--- src/rtl/mips_core_pkg.sv ---
// Shared core package: fetch-queue entry type and default sizing.
package mips_core_pkg;

  localparam int unsigned FETCH_QUEUE_DEPTH = 8;
  localparam int unsigned FQ_ADDR_WIDTH     = 32;
  localparam int unsigned FQ_DATA_WIDTH     = 32;

  // One buffered fetch slot: PC plus instruction word.
  typedef struct packed {
    logic [FQ_ADDR_WIDTH-1:0] pc;
    logic [FQ_DATA_WIDTH-1:0] inst;
  } fq_entry_t;

  // Occupancy counter width for a queue of the given depth (0..depth).
  function automatic int unsigned fq_cnt_width(input int unsigned depth);
    return $clog2(depth) + 1;
  endfunction

endpackage

--- src/rtl/fetch_queue_ptr_ctrl.sv ---
// Fetch-queue pointer and occupancy bookkeeping (module fq_ptr_ctrl).
module fq_ptr_ctrl
  import mips_core_pkg::*;
#(
  parameter int unsigned DEPTH = FETCH_QUEUE_DEPTH
) (
  input  logic                     clk,
  input  logic                     i_rst,
  input  logic                     i_flush,
  input  logic                     i_push,
  input  logic                     i_pop,
  output logic [$clog2(DEPTH)-1:0] o_wr_ptr,
  output logic [$clog2(DEPTH)-1:0] o_rd_ptr,
  output logic [$clog2(DEPTH):0]   o_count,
  output logic                     o_full_c,
  output logic                     o_empty_c
);

  localparam int unsigned PTR_W = $clog2(DEPTH);
  localparam int unsigned CNT_W = fq_cnt_width(DEPTH);

  logic [PTR_W-1:0] r_wr_ptr;
  logic [PTR_W-1:0] r_rd_ptr;
  logic [CNT_W-1:0] r_count;

  // Pointers wrap naturally at DEPTH; reset/flush return everything to zero.
  always_ff @(posedge clk) begin
    if (i_rst || i_flush) begin
      r_wr_ptr <= '0;
      r_rd_ptr <= '0;
      r_count  <= '0;
    end else begin
      if (i_push) r_wr_ptr <= r_wr_ptr + PTR_W'(1);
      if (i_pop)  r_rd_ptr <= r_rd_ptr + PTR_W'(1);
      case ({i_push, i_pop})
        2'b10:   r_count <= r_count + CNT_W'(1);
        2'b01:   r_count <= r_count - CNT_W'(1);
        default: r_count <= r_count;
      endcase
    end
  end

  // Status flags derived from occupancy.
  always_comb begin
    o_full_c  = (r_count == CNT_W'(DEPTH));
    o_empty_c = (r_count == '0);
  end

  assign o_wr_ptr = r_wr_ptr;
  assign o_rd_ptr = r_rd_ptr;
  assign o_count  = r_count;

endmodule

--- src/rtl/fetch_queue.sv ---
// Fetch queue: show-ahead FIFO of {pc, inst} between i-cache and decode.
// Optional same-cycle bypass when empty: define FETCH_QUEUE_BYPASS_EN.
module fetch_queue
  import mips_core_pkg::*;
#(
  parameter int unsigned DEPTH      = FETCH_QUEUE_DEPTH,
  parameter int unsigned ADDR_WIDTH = FQ_ADDR_WIDTH,
  parameter int unsigned DATA_WIDTH = FQ_DATA_WIDTH
) (
  input  logic                     clk,
  input  logic                     rst,
  input  logic                     flush,
  input  logic                     in_valid,
  input  logic [ADDR_WIDTH-1:0]    in_pc,
  input  logic [DATA_WIDTH-1:0]    in_inst,
  output logic                     in_ready,
  output logic                     out_valid,
  output logic [ADDR_WIDTH-1:0]    out_pc,
  output logic [DATA_WIDTH-1:0]    out_inst,
  input  logic                     out_ready,
  output logic [$clog2(DEPTH):0]   count
);

  localparam int unsigned PTR_W = $clog2(DEPTH);

  typedef struct packed {
    logic [ADDR_WIDTH-1:0] pc;
    logic [DATA_WIDTH-1:0] inst;
  } fq_slot_t;

  fq_slot_t         r_mem [DEPTH];
  logic [PTR_W-1:0] w_wr_ptr;
  logic [PTR_W-1:0] w_rd_ptr;
  logic             w_full;
  logic             w_empty;
  logic             w_push;
  logic             w_pop;
  logic             w_bypass;

  // Handshakes; flush suppresses both sides. A bypassed-and-consumed pair is never written.
  always_comb begin
`ifdef FETCH_QUEUE_BYPASS_EN
    w_bypass = w_empty & in_valid & ~flush;
`else
    w_bypass = 1'b0;
`endif
    w_push = in_valid & ~w_full & ~flush & ~(w_bypass & out_ready);
    w_pop  = ~w_empty & out_ready & ~flush;
  end

  fq_ptr_ctrl #(.DEPTH(DEPTH)) u_ptr_ctrl (
    .clk       (clk),
    .i_rst     (rst),
    .i_flush   (flush),
    .i_push    (w_push),
    .i_pop     (w_pop),
    .o_wr_ptr  (w_wr_ptr),
    .o_rd_ptr  (w_rd_ptr),
    .o_count   (count),
    .o_full_c  (w_full),
    .o_empty_c (w_empty)
  );

  // Storage write; contents are intentionally not reset.
  always_ff @(posedge clk) begin
    if (w_push) r_mem[w_wr_ptr] <= fq_slot_t'({in_pc, in_inst});
  end

  // Show-ahead head selection, zeroed when nothing is presented.
  always_comb begin
    in_ready  = ~w_full;
    out_valid = ~w_empty | w_bypass;
    out_pc    = '0;
    out_inst  = '0;
    if (!w_empty) begin
      out_pc   = r_mem[w_rd_ptr].pc;
      out_inst = r_mem[w_rd_ptr].inst;
    end else if (w_bypass) begin
      out_pc   = in_pc;
      out_inst = in_inst;
    end
  end

endmodule

--- config.mk ---
export PLATFORM = sky130hd
export DESIGN_NAME = fetch_queue
export DESIGN_NICKNAME = d
export VERILOG_FILES = /design/src/rtl/mips_core_pkg.sv /design/src/rtl/fetch_queue_ptr_ctrl.sv /design/src/rtl/fetch_queue.sv
export SDC_FILE = /design/constraint.sdc
export NUM_CORES = 1
export LEC_CHECK = 0
export BUFFER_PORTS_ARGS = -buffer_cell sky130_fd_sc_hd__buf_2
export CAP_MARGIN = 20
export CORE_MARGIN = 3
export CORE_UTILIZATION = 54
export CTS_CLUSTER_DIAMETER = 100
export CTS_CLUSTER_SIZE = 40
export DETAILED_ROUTE_END_ITERATION = 16
export PLACE_DENSITY = 0.75
export SLEW_MARGIN = 20
export SYNTH_ARGS = -nofsm -noshare
export SYNTH_HDL_FRONTEND = slang
export SYNTH_SLANG_ARGS = --single-unit
export TNS_END_PERCENT = 5
--- constraint.sdc ---
create_clock -name clk -period 6 [get_ports clk]
set_input_delay 1.2 -clock clk [delete_from_list [all_inputs] [get_ports clk]]
set_output_delay 1.2 -clock clk [all_outputs]
set_load 0.02 [all_outputs]
==> results.yml <==
layout:
  final_cell_area_mm2: 0.02187
  syn2layout_area_growth_pct: 8.644
  nets: 1100
  finalNonFillerCells: 1501
  drive_gt1_share_pct: 31.81
power_and_ir_drop:
  ir_drop_mv: 0.1822
  p_leak_uw: 0.006767
  finalPower_uw: 5795
  swShare_pct: 19.42
  seq_power_share_pct: 70.0
  internal_power_uw: 4670
  powerDensity_mw_per_mm2: 264.9
  p_clk_share_pct: 26.4
  power_frac_comb_pct: 3.6
  switchingPower_uw: 1125
grt:
  grt_pass1_wl_um: 55300
  grt.met3_usage_pct: 3.018
  grt_overflow: 0
  top_usage_layer: "met2"
  track_usage_pct: 18.50
  grt_pass1_vias: 9086
  grtUsageMet1_pct: 26.61
  use_met2_pct: 30.98
  antenna_found_initial: 10
  grt_start_max_net_pins: 66
critical_path:
  worstPathCellList: "buf_4, mux4_2, mux2i_1, nor2_1, buf_2"
  end_kind: "output pin"
  crit_family: "flip-flops"
  slowest_stage: "dfxtp_4"
  crit_type: "reg -> out"
  crit_required_ps: 4800
  cp-start-kind: "flip-flop"
  reg2reg_depth: 12
  cp_num_buf_inv: 2
  path_max_fanout: 44
  max_stage_delay_ps: 970
  worst-path-stages: 5
  worstPathArrival_ps: 3120
detailed_routing:
  antenna_left: 0
  avgRoutedWirePerCell_um: 24.39
  first_pass_iters: 5
  dr_total_vias: 8862
  vias_per_cell: 5.904
  drcViolationCount: 0
  drt_iter0_drc: 673
  drt_wl_total_um: 36610
place:
  dpl_cell_area_mm2: 0.02135
  port_buffers: 138
  gp_congestion: 0.7000
  dp_slack_ps: 2165
  dp_cells: 1473
  place_hpwl_um: 20770
logic_synthesis:
  yosysSeqAreaShare_pct: 77.65
  synth_cell_types: 32
  synth-main-ff-cell: "edfxtp_1"
  synth_warnings: 0
  ys_seq_elements: 525
  synth_edf_count: 512
  yosysTopAreaCell: "edfxtp_1"
  syn_area_per_cell_um2: 22.60
  synth_area_leaders: "edfxtp_1, mux4_2, mux2i_1"
  synth_nets: 965
  netlist.area_leader.share_pct: 76.36
  synth_area_mm2: 0.02013
  synthArstFlopShare_pct: 0
  syn-instance-count: 891
clocking:
  clk_pin_slew_ps: 130
  ctsResizeCount: 0
  cts_tree: "built"
  cts_hold_buffers: 0
  post_cts_buffers: 0
  cts_max_level: 1
  root_buffer: "clkbuf_16"
  cts_buffer_depth: 3
  clock-sinks: 525
  clock_latency_ps: 550
  cts_made_buffers: 17
floorplan:
  dieArea_mm2: 0.03964
  io_pins: 139
  dieHeight_um: 199.1
  core_mm2: 0.03670
  die_w_um: 199.1
  rows: 70
  start_util_pct: 54.87
min_path:
  min_path_type: "reg -> reg"
  hold_depth: 2
sta:
  maxSlewViolCount: 0
  max_freq_mhz: 231.2
  rsz0062_at_grt: "no"
  clock_skew_ps: 15.33
  period_minus_slack_ps: 4325
  min_period_over_period_pct: 72.08
  hold_viol: 0
  worst_pin_slew_ps: 1033
  finalSetupTns_ps: 0
  maxSlewHeadroom_pct: 31.15
  setup_ws_ps: 1675
  setup_viol_count_final: 0
status:
  run_status: "completed"
flow_run:
  maxCapViolations: 0
## worst reg2reg max path: stages, from the launching register on
cell     delay (ps)
dfxtp_1         400
nor4_2          260
buf_4           730
inv_1           240
nand2_1         190
nor2_1           80
ha_1            240
xor2_1          170
ha_1            190
a21oi_1         140
xor2_1           90
or3_1           300
a21oi_1         140
## power by group through the flow
| stage | sequential (uW) | clock [uW] | combinational [uW] |
|---|---|---|---|
| 2_1_floorplan | 4140 | 0 | 104 |
| 3_3_place_gp | 4140 | 0 | 201 |
| 3_5_place_dp | 4140 | 0 | 206 |
| 4_1_cts | 4060 | 1570 | 207 |
| 5_1_grt | 4060 | 1680 | 226 |
| 6_report | 4060 | 1530 | 206 |
## cell usage in the layout, fill, tap and decap left out, drive strengths merged
| cell | instances |
|---|---|
| a211o | 1 |
| nor4bb | 1 |
| inv | 3 |
| mux2i | 65 |
| nand4 | 1 |
| or2 | 2 |
| o21ai | 3 |
| nor2 | 80 |
| xor2 | 7 |
| buf | 162 |
| a21oi | 4 |
| nand2b | 2 |
| or4b | 1 |
| nor4b | 1 |
| edfxtp | 512 |
| nand2 | 6 |
| nor2b | 1 |
| nand4b | 1 |
| clkbuf | 21 |
| dfxtp | 13 |
| ha | 5 |
| or3 | 2 |
| nand3 | 5 |
| diode | 2 |
| mux4 | 128 |
| clkinv | 1 |
| nor4 | 1 |
| nor3 | 2 |
## state kept, by name, indices dropped and copies added (netlist names), named ones only
| signal | flops |
|---|---|
| r_mem | 512 |
| u_ptr_ctrl.o_count | 4 |
| u_ptr_ctrl.o_rd_ptr | 3 |
| u_ptr_ctrl.o_wr_ptr | 3 |
## path summary, 6_finish.rpt
check,from,slack [ps],endpoint
setup / recovery,flip-flop,1680,out_pc[2]
hold / removal,u_ptr_ctrl.o_rd_ptr[1],500,u_ptr_ctrl.o_rd_ptr[1]
setup reg to reg,u_ptr_ctrl.o_count[0],2770,u_ptr_ctrl.o_count[2]
hold reg to reg,u_ptr_ctrl.o_rd_ptr[1],500,u_ptr_ctrl.o_rd_ptr[1]
## Yosys cell counts, types with 2 or more instances
| cell | number |
|---|---|
| nor3_1 | 2 |
| buf_2 | 20 |
| dfxtp_1 | 13 |
| ha_1 | 5 |
| buf_6 | 16 |
| edfxtp_1 | 512 |
| a21oi_1 | 3 |
| clkbuf_1 | 4 |
| nor2_1 | 80 |
| mux4_2 | 128 |
| buf_1 | 6 |
| nand2b_1 | 2 |
| nand3_1 | 4 |
| xor2_1 | 7 |
| o21ai_0 | 3 |
| mux2i_1 | 65 |
| nand2_1 | 5 |
| or2_2 | 2 |
## layer usage
| metal | part of all wire, % | vias to the layer above |
|---|---|---|
| met3 | 5.5 | 44 |
| met5 | 0.27 | - |
| met4 | 1.6 | 16 |
| li1 | - | 3923 |
| met1 | 42 | 4662 |
| met2 | 50 | 217 |
## per-stage QoR
stage,util [%],hold slack [ps]
detailed placement,58.18,482.3
finish,59.61,502.7
global placement,58.18,450.2
floorplan,-,454.1
global route,59.61,532.6
CTS,59.49,509.3
## area by class of cell
cell class | instances | area [um^2]
flip-flops and latches | 525 | 15650
fillers | 2585 | 14820
multi-input cells | 319 | 4245
repair buffers | 162 | 908.4
well taps | 468 | 585.6
clock buffers | 21 | 440.4
clock inverters | 3 | 40.04
diodes | 2 | 5.005
inverters | 1 | 3.754
## kinds of logic (layout without fill, tap and decap cells)
group                      Yosys count  count (layout)  share of synthesized area (%)
adders and majority gates            5               5                         0.3107
xor gates and xnor gates             7               7                         0.3045
buffers and inverters               47             187                          1.597
and+or+nand+nor                    106             106                          2.349
muxes                              193             193                          17.55
other                                0               2                              0
DFF                                525             525                          77.65
AOI/OAI and AO/OA                    8               8                         0.2361
Power figures use the tool's default switching activity.
